## config.mk

```make
export PLATFORM = sky130hd
export DESIGN_NAME = relu_maxpool
export DESIGN_NICKNAME = d
export VERILOG_FILES = /design/src/rtl/relu_maxpool.sv
export SDC_FILE = /design/constraint.sdc
export NUM_CORES = 1
export LEC_CHECK = 0
export BUFFER_PORTS_ARGS = -buffer_cell sky130_fd_sc_hd__buf_2
export CORE_ASPECT_RATIO = 1.4
export CORE_MARGIN = 2
export CORE_UTILIZATION = 45
export CTS_CLUSTER_SIZE = 40
export DETAILED_ROUTE_END_ITERATION = 12
export SETUP_SLACK_MARGIN = 0.15
export SYNTH_ARGS = -nofsm -noshare
export SYNTH_HDL_FRONTEND = slang
export SYNTH_SLANG_ARGS = --single-unit
```

## constraint.sdc

```tcl
create_clock -name clk -period 4.13 [get_ports clk]
set_clock_uncertainty 0.1 [all_clocks]
set_input_delay 0.413 -clock clk [delete_from_list [all_inputs] [get_ports clk]]
set_output_delay 0.413 -clock clk [all_outputs]
set_load 0.05 [all_outputs]
```

## src/rtl/relu_maxpool.sv

```systemverilog
// rtl/relu_maxpool.sv - ReLU followed by 2x2 stride-2 max-pooling over a raster-ordered frame
module relu_maxpool #(
    parameter int FMAP = 12,
    parameter int DW   = 13
) (
    input  logic          clk,
    input  logic          rst,
    input  logic [DW-1:0] in_data,
    input  logic          in_valid,
    output logic [DW-1:0] out_data,
    output logic          out_valid,
    output logic          done
);

    localparam int CW = (FMAP > 2) ? $clog2(FMAP) : 2;
    localparam int HW = FMAP / 2;
    localparam logic [CW-1:0] LAST_IDX = CW'(FMAP - 1);

    typedef enum logic {
        S_RUN  = 1'b0,
        S_DONE = 1'b1
    } state_t;

    state_t r_state;
    state_t w_state_next;

    logic [CW-1:0]        r_col;
    logic [CW-1:0]        r_row;
    logic signed [DW-1:0] r_tmp;
    logic signed [DW-1:0] r_hbuf [HW];
    logic [DW-1:0]        r_out_data;
    logic                 r_out_valid;
    logic                 r_done;

    logic                 w_accept;
    logic                 w_col_last;
    logic                 w_frame_end;
    logic [CW-2:0]        w_hidx;
    logic signed [DW-1:0] w_relu;
    logic signed [DW-1:0] w_pair_max;
    logic signed [DW-1:0] w_pool_max;

    // Signed maximum of two words; both operands are already non-negative here.
    function automatic logic signed [DW-1:0] smax(
        input logic signed [DW-1:0] a,
        input logic signed [DW-1:0] b
    );
        return (a > b) ? a : b;
    endfunction

    assign w_col_last  = (r_col == LAST_IDX);
    assign w_frame_end = w_col_last && (r_row == LAST_IDX);
    assign w_hidx      = r_col[CW-1:1];

    // Negative inputs clamp to zero; the sign bit alone decides.
    assign w_relu      = in_data[DW-1] ? '0 : $signed(in_data);
    assign w_pair_max  = smax(r_tmp, w_relu);
    assign w_pool_max  = smax(r_hbuf[w_hidx], w_pair_max);

    // State register.
    always_ff @(posedge clk) begin
        if (rst) begin
            r_state <= S_RUN;
        end else begin
            r_state <= w_state_next;
        end
    end

    // Next-state logic and input acceptance; inputs are ignored once the frame is complete.
    always_comb begin
        w_state_next = r_state;
        w_accept     = 1'b0;
        case (r_state)
            S_RUN: begin
                w_accept = in_valid;
                if (in_valid && w_frame_end) begin
                    w_state_next = S_DONE;
                end
            end
            S_DONE: begin
                w_state_next = S_DONE;
            end
            default: begin
                w_state_next = S_RUN;
            end
        endcase
    end

    // Raster position counters, advanced only on accepted inputs.
    always_ff @(posedge clk) begin
        if (rst) begin
            r_col <= '0;
            r_row <= '0;
        end else if (w_accept) begin
            if (w_col_last) begin
                r_col <= '0;
                r_row <= r_row + 1'b1;
            end else begin
                r_col <= r_col + 1'b1;
            end
        end
    end

    // Horizontal pair register and half-width line buffer; contents need no reset
    // because every entry is written on an even row before the odd row reads it.
    always_ff @(posedge clk) begin
        if (w_accept) begin
            if (!r_col[0]) begin
                r_tmp <= w_relu;
            end else if (!r_row[0]) begin
                r_hbuf[w_hidx] <= w_pair_max;
            end
        end
    end

    // Pooled output: issued on the bottom-right element of each 2x2 window, held otherwise.
    always_ff @(posedge clk) begin
        if (rst) begin
            r_out_data  <= '0;
            r_out_valid <= 1'b0;
        end else begin
            r_out_valid <= 1'b0;
            if (w_accept && r_row[0] && r_col[0]) begin
                r_out_data  <= w_pool_max;
                r_out_valid <= 1'b1;
            end
        end
    end

    // Sticky completion flag, rising with the final pooled output.
    always_ff @(posedge clk) begin
        if (rst) begin
            r_done <= 1'b0;
        end else if (w_accept && w_frame_end) begin
            r_done <= 1'b1;
        end
    end

    assign out_data  = r_out_data;
    assign out_valid = r_out_valid;
    assign done      = r_done;

endmodule

```

==> out/qor.yml <==
final_layout:
  antenna_cells: 0
  stdcell_count: 561
  final_util: 0.5322
  syn_to_final_growth_pct: 16.36
  multi_input_area_um2: 1749
  fillCellCount: 915
  final_area_um2: 5723
  drive_gt1_frac: 0.2143
  final_nets: 457
  regArea_um2: 3043
timing:
  maxSlewViolCount: 0
  tightest_slew_ps: 1116
  slew_headroom: 0.2524
  hold_viol_final: 0
  setup_viol_count_final: 0
  period_share: 0.9157
  fmax_ghz: 0.2644
  period_minus_slack_ps: 3782
  fin_ws_ps: 348.0
  grt_setup_unrepaired: "no"
routing:
  wirelength_um: 9584
  viasPerCell: 5.260
  drc: 0
  drt_iter0_drc: 173
  num_vias: 2951
  dr.pass1.iters: 4
  final_antenna_net_count: 0
  wl_per_cell_um: 17.08
clocking:
  cts-htree-levels: 3
  clkTransAtPathRegs_ps: 70
  cts-buffers-inserted: 9
  cts_root_buf: "clkbuf_16"
  worst_skew_pair.late_latency_ps: 340
  clock_path_buffers: 2
  clock-sinks: 110
  cts_tree: "built"
placement:
  place_ws_ps: -664.8
  dpl-instance-area_um2: 5316
  gp_congestion: 0.7379
  dp_cells: 542
  dp_hpwl_um: 6830
  numPortBuffers: 29
worst_setup_path:
  crit_slowest_cell: "edfxtp_1"
  cp_top_family: "compound AO/OA/AOI/OAI gates"
  required_ps: 4290
  worstSetupEndpointType: "flop"
  critPathArrivalTime_ps: 3940
  critPathKind: "flop to flop"
  path_buf_inv: 2
  critPathLaunchType: "flop"
  cp_max_fo: 12
  path_cells: "ha_1 > a21o_1 > a21oi_1 > nor3b_4 > a211oi_4 > buf_4 > mux2i_2 > ha_1 > a21oi_1 > nor2_1 > a211oi_1 > o211ai_1 > a211o_1 > buf_4 > o221ai_1"
  slowest_delay_ps: 450
run:
  drv_cap: 0
yosys:
  netlist-cell-type-count: 38
  synth_edf_count: 84
  seq_area_frac_synth: 0.6187
  synth.net_count: 411
  syn-cell-area_um2: 4918
  avgSynthCellArea_um2: 13.33
  yosys_warnings: 0
  ys.flop_type: "edfxtp_1"
  ys_seq_elements: 110
  synthTopCellsByArea: "edfxtp_1 51%, dfxtp_1 11%, ha_1 6.6%"
  postSynthCellCount: 369
  synth_area_leader_cell: "edfxtp_1"
  synth_async_sr_flop_share: 0
  synth_top_area_share: 0.5128
floorplan:
  rows: 45
  die_area_um2: 11790
  io_pins: 31
  die_h_um: 127.7
  die_x_um: 92.36
  initial_utilization: 0.4574
  coreArea_um2: 10750
hold_path:
  min_path_type: "input port to flop"
pwr:
  peakVddDrop_mv: 0.2428
  p_leak_nw: 2.284
  p_total_mw: 2.434
  powerDensity_nw_per_um2: 425.2
global_routing:
  antenna_found_initial: 0
  grt_max_degree: 25
  grt_pass1_wl_um: 15690
  track_usage: 0.1776
  globalRouteOverflowTotal: 0
  first_global_vias: 2996
status:
  status: "completed"
## tightest hold or removal path: cells and delay by family
family	cells	cell delay [ps]
buffers and inverters	2	140
and+or+nand+nor	1	70
## per-layer routing
metal	part of all wire	global-route usage
met4	0.015	0.05795
met1	0.42	0.2145
met2	0.53	0.3160
met5	0	0
met3	0.038	0.03704
## stage by stage
stage	hold slack [ps]	TNS, ps
6_report	286.4	0
5_1_grt	305.8	0
4_1_cts	278.3	0
3_5_place_dp	352.9	-7572
3_3_place_gp	348.1	-6514
2_1_floorplan	378.9	0
## timing repair
| item | CTS | global route |
|---|---|---|
| endpoints found under the setup margin | 12 | 12 |
| buffers inserted | 3 | 0 |
| pin swaps | 1 | 1 |
| hold buffers | 0 | 0 |
| resized for setup | 1 | 13 |
## worst paths after layout
| path | start | to | slack [ps] | cells past startpoint |
|---|---|---|---|---|
| hold / removal | in_data[4] | r_tmp[4] | 290 | 3 |
| setup / recovery | r_tmp[10] | out_data[8] | 350 | 15 |
| setup reg to reg | r_tmp[10] | out_data[8] | 350 | 15 |
| hold reg to reg | done | done | 360 | 2 |
## cell families (layout without fill, tap and decap cells)
family,Yosys count,after routing,share of synthesized area
AOI/OAI and AO/OA,49,49,0.07301
muxes,37,37,0.1058
other,1,1,0.0007624
xor gates and xnor gates,4,4,0.007124
and+or+nand+nor,93,93,0.08751
buffers and inverters,49,100,0.04096
DFF,110,110,0.6187
adders and majority gates,26,26,0.06614
## power by group
part	switching (mW)	internal (mW)	total, mW
logic	0.160	0.119	0.279
clock network	0.378	0.535	0.914
registers	0.0107	1.23	1.24
## cells in the mapped netlist (3+ instances only)
cell / n
inv_1: 36
nand2b_1: 14
nand2_1: 28
dfxtp_1: 26
nand4_1: 3
edfxtp_1: 84
xor2_1: 3
clkbuf_1: 7
nand3_1: 6
mux2i_1: 25
nor2_1: 29
o221ai_1: 13
a21o_1: 13
ha_1: 26
nor3_1: 4
mux4_2: 12
a21oi_1: 13
## final cells by class
class / instances / share of cell area
Clock inverter: 5 / 0.01443
Tap cell: 141 / 0.03083
Inverter: 36 / 0.02361
Clock buffer: 11 / 0.04066
Multi-Input combinational cell: 210 / 0.3056
Sequential cell: 110 / 0.5317
Timing Repair Buffer: 48 / 0.05313
## flip-flops by register name, indices dropped and copies added (netlist names), named ones only
| signal | cells |
|---|---|
| r_hbuf | 72 |
| out_data | 12 |
| r_tmp | 12 |
| r_col | 4 |
| r_row | 4 |
| done | 1 |
| out_valid | 1 |
| r_state | 1 |
## cell usage in the layout (no fill, tap or decap), types with 2 or more instances in the layout
cell type  instances
edfxtp_1          84
buf_2             29
bufinv_16          2
nor3_2             2
o21ai_0            2
inv_1             36
o221ai_2           2
nand2_1           28
dfxtp_1           26
xor2_1             3
o211ai_1           2
a21o_1            13
inv_6              2
nand4_1            3
mux4_2            12
clkbuf_16          9
mux2i_2            6
buf_4             17
nand2b_1          14
o221ai_1          12
nor2_1            29
clkbuf_1           2
nand3_1            6
ha_1              26
mux2i_1           18
a21oi_1           13
nor2b_1            2
nor3_1             2
No activity file was read; power rests on OpenSTA's default activity.
